<file path="config.mk">
export PLATFORM = sky130hd
export DESIGN_NAME = pass_occupancy_counter
export DESIGN_NICKNAME = d
export VERILOG_FILES = /design/src/rtl/pass_occupancy_counter.sv
export SDC_FILE = /design/constraint.sdc
export NUM_CORES = 1
export LEC_CHECK = 0
export ABC_AREA = 0
export ABC_CLOCK_PERIOD_IN_PS = 8750
export CELL_PAD_IN_SITES_DETAIL_PLACEMENT = 0
export CELL_PAD_IN_SITES_GLOBAL_PLACEMENT = 1
export CORE_UTILIZATION = 47
export DETAILED_ROUTE_END_ITERATION = 8
export GPL_TIMING_DRIVEN = 0
export PLACE_DENSITY_LB_ADDON = 0.1
export SYNTH_ARGS = -nofsm -noshare
export SYNTH_HDL_FRONTEND = slang
export SYNTH_SLANG_ARGS = --single-unit
</file>
<file path="constraint.sdc">
create_clock -name clk -period 8.75 [get_ports clk]
set_input_delay 0.875 -clock clk [delete_from_list [all_inputs] [get_ports clk]]
set_output_delay 0.875 -clock clk [all_outputs]
set_load 0.005 [all_outputs]
</file>
<file path="src/rtl/pass_occupancy_counter.sv">
// pass_occupancy_counter
//   Counts people passing through one or more doorways, each watched by an
//   outer (b1) and an inner (b2) beam sensor. A lane recognises a complete
//   entry (outer, both, inner, clear) or exit (the mirror order). It then
//   emits a one-cycle pulse. The shared occupancy count moves by the net
//   number of entries minus exits and saturates at 0 and MAX_OCC.
//
// Ports
//   clk      system clock
//   reset    asynchronous active-high reset
//   b1       outer sensor per lane (asynchronous to clk)
//   b2       inner sensor per lane (asynchronous to clk)
//   clr      synchronous clear of count, ovf and unf
//   count    current occupancy
//   entry_p  one-cycle entry pulse per lane
//   exit_p   one-cycle exit pulse per lane
//   full     count == MAX_OCC (combinational)
//   ovf      sticky: an update tried to exceed MAX_OCC
//   unf      sticky: an update tried to go below zero
module pass_occupancy_counter #(
  parameter int LANES   = 2,
  parameter int CNT_W   = 8,
  parameter int MAX_OCC = 200
) (
  input  logic             clk,
  input  logic             reset,
  input  logic [LANES-1:0] b1,
  input  logic [LANES-1:0] b2,
  input  logic             clr,
  output logic [CNT_W-1:0] count,
  output logic [LANES-1:0] entry_p,
  output logic [LANES-1:0] exit_p,
  output logic             full,
  output logic             ovf,
  output logic             unf
);

  localparam int DW = $clog2(LANES) + 2;
  localparam int SW = CNT_W + 2;
  localparam logic signed [SW-1:0] MAX_S = SW'(MAX_OCC);
  localparam logic [CNT_W-1:0]     MAX_C = CNT_W'(MAX_OCC);
  localparam logic signed [DW-1:0] ONE   = DW'(1);

  typedef enum logic [2:0] {
    S_IDLE, S_IN1, S_IN2, S_IN3, S_OUT1, S_OUT2, S_OUT3, S_WAIT
  } state_t;

  function automatic logic [CNT_W-1:0] sat_count(input logic signed [SW-1:0] v);
    logic [CNT_W-1:0] r;
    if (v[SW-1])
      r = '0;
    else if (v > MAX_S)
      r = MAX_C;
    else
      r = v[CNT_W-1:0];
    return r;
  endfunction

  // Stage p0/p1: two-flop synchronizers on every sensor bit
  logic [LANES-1:0] b1_p0, b1_p1, b2_p0, b2_p1;

  always_ff @(posedge clk or posedge reset) begin
    if (reset) begin
      b1_p0 <= '0;
      b1_p1 <= '0;
      b2_p0 <= '0;
      b2_p1 <= '0;
    end else begin
      b1_p0 <= b1;
      b1_p1 <= b1_p0;
      b2_p0 <= b2;
      b2_p1 <= b2_p0;
    end
  end

  // Stage p2: per-lane direction FSMs, pulses and occupancy update
  state_t           state     [LANES];
  state_t           state_nxt [LANES];
  logic [LANES-1:0] entry_ev, exit_ev;

  always_ff @(posedge clk or posedge reset) begin
    if (reset) begin
      for (int i = 0; i < LANES; i++) state[i] <= S_IDLE;
    end else begin
      for (int i = 0; i < LANES; i++) state[i] <= state_nxt[i];
    end
  end

  // OUT states mirror the IN states with the two sensor bits swapped.
  // WAIT absorbs any malformed pass until the doorway is clear again.
  always_comb begin
    entry_ev = '0;
    exit_ev  = '0;
    for (int i = 0; i < LANES; i++) begin
      state_nxt[i] = state[i];
      case (state[i])
        S_IDLE:
          case ({b1_p1[i], b2_p1[i]})
            2'b10:   state_nxt[i] = S_IN1;
            2'b01:   state_nxt[i] = S_OUT1;
            2'b11:   state_nxt[i] = S_WAIT;
            default: state_nxt[i] = S_IDLE;
          endcase
        S_IN1:
          case ({b1_p1[i], b2_p1[i]})
            2'b11:   state_nxt[i] = S_IN2;
            2'b00:   state_nxt[i] = S_IDLE;
            2'b01:   state_nxt[i] = S_WAIT;
            default: state_nxt[i] = S_IN1;
          endcase
        S_IN2:
          case ({b1_p1[i], b2_p1[i]})
            2'b01:   state_nxt[i] = S_IN3;
            2'b10:   state_nxt[i] = S_IN1;
            2'b00:   state_nxt[i] = S_WAIT;
            default: state_nxt[i] = S_IN2;
          endcase
        S_IN3:
          case ({b1_p1[i], b2_p1[i]})
            2'b00: begin
              state_nxt[i] = S_IDLE;
              entry_ev[i]  = 1'b1;
            end
            2'b11:   state_nxt[i] = S_IN2;
            2'b10:   state_nxt[i] = S_WAIT;
            default: state_nxt[i] = S_IN3;
          endcase
        S_OUT1:
          case ({b1_p1[i], b2_p1[i]})
            2'b11:   state_nxt[i] = S_OUT2;
            2'b00:   state_nxt[i] = S_IDLE;
            2'b10:   state_nxt[i] = S_WAIT;
            default: state_nxt[i] = S_OUT1;
          endcase
        S_OUT2:
          case ({b1_p1[i], b2_p1[i]})
            2'b10:   state_nxt[i] = S_OUT3;
            2'b01:   state_nxt[i] = S_OUT1;
            2'b00:   state_nxt[i] = S_WAIT;
            default: state_nxt[i] = S_OUT2;
          endcase
        S_OUT3:
          case ({b1_p1[i], b2_p1[i]})
            2'b00: begin
              state_nxt[i] = S_IDLE;
              exit_ev[i]   = 1'b1;
            end
            2'b11:   state_nxt[i] = S_OUT2;
            2'b01:   state_nxt[i] = S_WAIT;
            default: state_nxt[i] = S_OUT3;
          endcase
        S_WAIT:
          if ({b1_p1[i], b2_p1[i]} == 2'b00) state_nxt[i] = S_IDLE;
        default: state_nxt[i] = S_IDLE;
      endcase
    end
  end

  // Net change this cycle; entries on one lane cancel exits on another.
  logic signed [DW-1:0] delta;
  logic signed [SW-1:0] sum;

  always_comb begin
    delta = '0;
    for (int i = 0; i < LANES; i++) begin
      if (entry_ev[i]) delta = delta + ONE;
      if (exit_ev[i])  delta = delta - ONE;
    end
    sum = $signed({2'b00, count}) + SW'(delta);
  end

  always_ff @(posedge clk or posedge reset) begin
    if (reset) begin
      count   <= '0;
      ovf     <= 1'b0;
      unf     <= 1'b0;
      entry_p <= '0;
      exit_p  <= '0;
    end else begin
      entry_p <= entry_ev;
      exit_p  <= exit_ev;
      // clr wins over any event finishing on the same edge
      if (clr) begin
        count <= '0;
        ovf   <= 1'b0;
        unf   <= 1'b0;
      end else begin
        count <= sat_count(sum);
        if (sum > MAX_S) ovf <= 1'b1;
        if (sum[SW-1])   unf <= 1'b1;
      end
    end
  end

  assign full = (count == MAX_C);

endmodule

</file>
==> results.py <==
metrics = {
    "routing": {
        "avgViaCountPerCell": 5.693,
        "antenna_left": 0,
        "firstDrtPassIters": 4,
        "wl_per_cell_um": 14.26,
        "num_vias": 1651,
        "drt-initial-drc-count": 107,
        "wirelength_um": 4135,
        "drc": 0,
    },
    "global_route": {
        "grt_max_degree": 29,
        "antenna_found_initial": 0,
        "gr-total-overflow": 0,
        "grt_pass1_vias": 1619,
        "grt_pass1_wl_um": 7320,
        "track_usage_pct": 21.12,
    },
    "clock_tree": {
        "clkLatencyLatePin_ns": 0.29,
        "cts_sinks": 28,
        "cts_max_path_buffers": 2,
        "cts_hold_buf": 0,
        "cts_tree": "built",
        "cts_buffers": 3,
        "root_buffer": "clkbuf_8",
        "cts_setup_buffers": 0,
        "clkTransAtPathRegs_ns": 0.10,
        "htree_levels": 1,
        "ctsResizeCount": 0,
    },
    "sta": {
        "finClkSkew_ns": 0.01242,
        "worstMarginPinSlew_ns": 1.043,
        "post-route-period-util_pct": 50.39,
        "setup_viol": 0,
        "min_period_ns": 4.409,
        "hold_viol_final": 0,
        "timing.fmax_mhz": 226.8,
        "grt_setup_unrepaired": "no",
        "fin_tns_setup_ns": 0,
        "max_slew_margin_pct": 30.41,
        "drv_slew": 0,
    },
    "critical_path": {
        "reg2reg_slack_ns": 4.34,
        "start_kind": "flop",
        "worstPathCellList": "clkbuf_1 -> nand2_1 -> nor3b_1 -> inv_1 -> ha_1 -> o2bb2ai_2 -> a22oi_2 -> inv_1 -> ha_1 -> a21oi_2 -> o21ai_2 -> a311oi_1 -> xor2_1 -> nand2b_1 -> a21oi_1",
        "rr_startpoint": "state[4]$_DFFE_PP0P_",
        "cp_data_arrival_time_ns": 4.57,
        "worst_setup_path_end_kind": "flop",
        "setup.worst_path.class": "flop to flop",
        "crit_end": "count[7]$_DFF_PP0_",
        "worstRegToRegCells": 15,
        "critPathLaunch": "state[4]$_DFFE_PP0P_",
        "r2r-end": "count[7]$_DFF_PP0_",
        "slowest_stage": "nor3b_1",
        "cpPeakStageDelay_ns": 0.51,
        "worstPathRequired_ns": 8.91,
        "critPathMaxFanout": 10,
    },
    "synth": {
        "synth_edf_count": 0,
        "synth_compound_gate_area_share_pct": 22.74,
        "synth.avg_cell_area_um2": 9.573,
        "seq_area_frac_synth_pct": 34.04,
        "ys.warnings.count": 0,
        "synth_top_family_by_area": "compound AO/OA/AOI/OAI gates",
        "netlist_area_mm2": 0.002058,
        "synthXorXnorAreaFrac_pct": 3.404,
        "synth_adder_area_share_pct": 17.14,
        "synthesis.nets": 249,
        "synth_flop_cell": "dfrtp_1",
        "ys_types": 55,
        "ys_ff_latch": 28,
        "muxShareOfSynthArea_pct": 2.675,
        "synth-simple-area-share_pct": 14.65,
        "synthArstFlopShare_pct": 100.0,
        "syn_inst": 215,
    },
    "pwr": {
        "powerDensity_mw_per_mm2": 280.8,
        "seqPwrFrac_pct": 29.3,
        "internal_power_w": 0.0003945,
        "comb_power_share_pct": 55.4,
        "power_w": 0.0006746,
        "vdd_drop_max_uv": 139.2,
        "leakagePower_nw": 1.047,
        "switching_power_w": 0.0002800,
        "pwr-share-clk_pct": 15.4,
        "switching_share_pct": 41.51,
    },
    "job": {
        "drv_cap": 0,
    },
    "layout": {
        "antenna_cells": 0,
        "final_common_cell": "dfrtp_1",
        "multi_input_comb_area_mm2": 0.001247,
        "final-seq-area_um2": 700.7,
        "drive_gt1_share_pct": 8.750,
        "nFillCells": 370,
        "area_growth_pct": 16.72,
        "stdcell_area_mm2": 0.002402,
        "most-common-layout-cells": "28 x dfrtp_1, 25 x ha_1, 22 x inv_1",
        "layout.nets": 275,
    },
    "die": {
        "core-area_mm2": 0.004115,
        "start_util_pct": 50.02,
        "fp.dieW_um": 68.18,
        "die_h_um": 68.18,
        "dieArea_mm2": 0.004648,
        "core.rowCount": 23,
        "pin_count": 22,
    },
    "hold_path": {
        "worstHoldPathType": "flop to flop",
        "holdCritStartpoint": "b1_p0[0]$_DFF_PP0_",
    },
    "run_status": {
        "status": "finished, final reports clean",
    },
    "placement": {
        "post_dp_cell_area_mm2": 0.002331,
        "dp_hpwl_um": 3268,
        "globalplace.congestion": 0.8453,
        "port_buffers": 21,
    },
}
## worst max-delay path, delay by kind of cell, from the launching register on
kind | cells | cell delay [ns]
AND/OR/NAND/NOR | 3 | 0.92
AO/OA/AOI/OAI | 6 | 1.35
adder cells (fa/ha/maj) | 2 | 0.66
flip-flops | 1 | 0.41
XOR/XNOR | 1 | 0.27
buffers and inverters | 3 | 0.68
## Yosys cell counts (2+ instances only)
master | instances | area share (%)
a211oi_1 | 2 | 0.73
a21oi_1 | 9 | 2.2
a21oi_2 | 2 | 0.85
a311oi_1 | 2 | 0.85
clkbuf_1 | 6 | 1.1
dfrtp_1 | 28 | 34
fa_1 | 2 | 1.9
ha_1 | 25 | 15
inv_1 | 22 | 4.0
mux2_2 | 2 | 1.1
nand2_1 | 10 | 1.8
nand2b_1 | 4 | 1.2
nand3_1 | 2 | 0.49
nor2_1 | 17 | 3.1
nor2b_1 | 3 | 0.91
nor3_1 | 9 | 2.2
o2111a_1 | 2 | 1.1
o2111ai_1 | 2 | 0.85
o211ai_1 | 3 | 1.1
o21a_1 | 2 | 0.73
o21ai_0 | 17 | 4.1
o21bai_1 | 2 | 0.73
o22ai_1 | 2 | 0.61
o31ai_1 | 3 | 1.1
xnor2_1 | 6 | 2.6
xor2_1 | 2 | 0.85
## kinds of logic after synthesis
kind of cell | Yosys count
compound gates | 62
simple gates | 57
buf+inv | 29
flops | 28
fa+ha+maj | 27
xor+xnor | 8
mux | 4
## through the flow
step	hold slack (ns)	cells	utilization (%)	setup WS [ns]
6_report	0.3540	290	58.38	4.341
5_1_grt	0.3691	290	58.38	3.958
4_1_cts	0.3583	290	58.38	4.355
3_5_place_dp	0.3363	286	56.64	4.389
3_3_place_gp	0.3360	286	56.64	4.401
2_1_floorplan	0.3312	215	-	4.947
## registers in the layout, indices dropped and copies added (netlist names)
| name | cells |
|---|---|
| b2_p0 | 2 |
| b1_p1 | 2 |
| unf | 1 |
| state | 6 |
| exit_p | 2 |
| entry_p | 2 |
| ovf | 1 |
| count | 8 |
| b2_p1 | 2 |
| b1_p0 | 2 |
## power groups by stage
| stage | logic, W | registers, W | clock network [W] |
|---|---|---|---|
| 2_1_floorplan | 0.000270 | 0.000196 | 0 |
| 3_3_place_gp | 0.000360 | 0.000201 | 0 |
| 3_5_place_dp | 0.000370 | 0.000201 | 0 |
| 4_1_cts | 0.000372 | 0.000198 | 0.000106 |
| 5_1_grt | 0.000419 | 0.000203 | 0.000111 |
| 6_report | 0.000374 | 0.000197 | 0.000104 |
## worst min-delay path by stage
stage / end / cells past startpoint / slack [ns]
2_1_floorplan: b1_p1[0]$_DFF_PP0_ / 0 / 0.33
3_3_place_gp: b1_p1[0]$_DFF_PP0_ / 0 / 0.34
4_1_cts: b1_p1[0]$_DFF_PP0_ / 0 / 0.36
3_5_place_dp: b2_p1[1]$_DFF_PP0_ / 0 / 0.34
5_1_grt: b2_p1[0]$_DFF_PP0_ / 0 / 0.37
6_report: b1_p1[0]$_DFF_PP0_ / 0 / 0.35
## layer usage
metal	track usage, %	wire, um	vias up
met5	0	0	-
met4	3.906	36	0
met3	2.500	81	4
met2	37.87	2087	25
met1	27.21	1929	799
li1	-	-	823
## final cells by class
| type | instances | share of cell area [%] |
|---|---|---|
| Sequential cell | 28 | 29.17 |
| Clock inverter | 1 | 1.250 |
| Multi-Input combinational cell | 158 | 51.93 |
| Timing Repair Buffer | 21 | 8.750 |
| Tap cell | 50 | 2.604 |
| Clock buffer | 3 | 1.719 |
| Buffer | 7 | 1.146 |
| Inverter | 22 | 3.438 |
No activity file was read; power rests on OpenSTA's default activity.
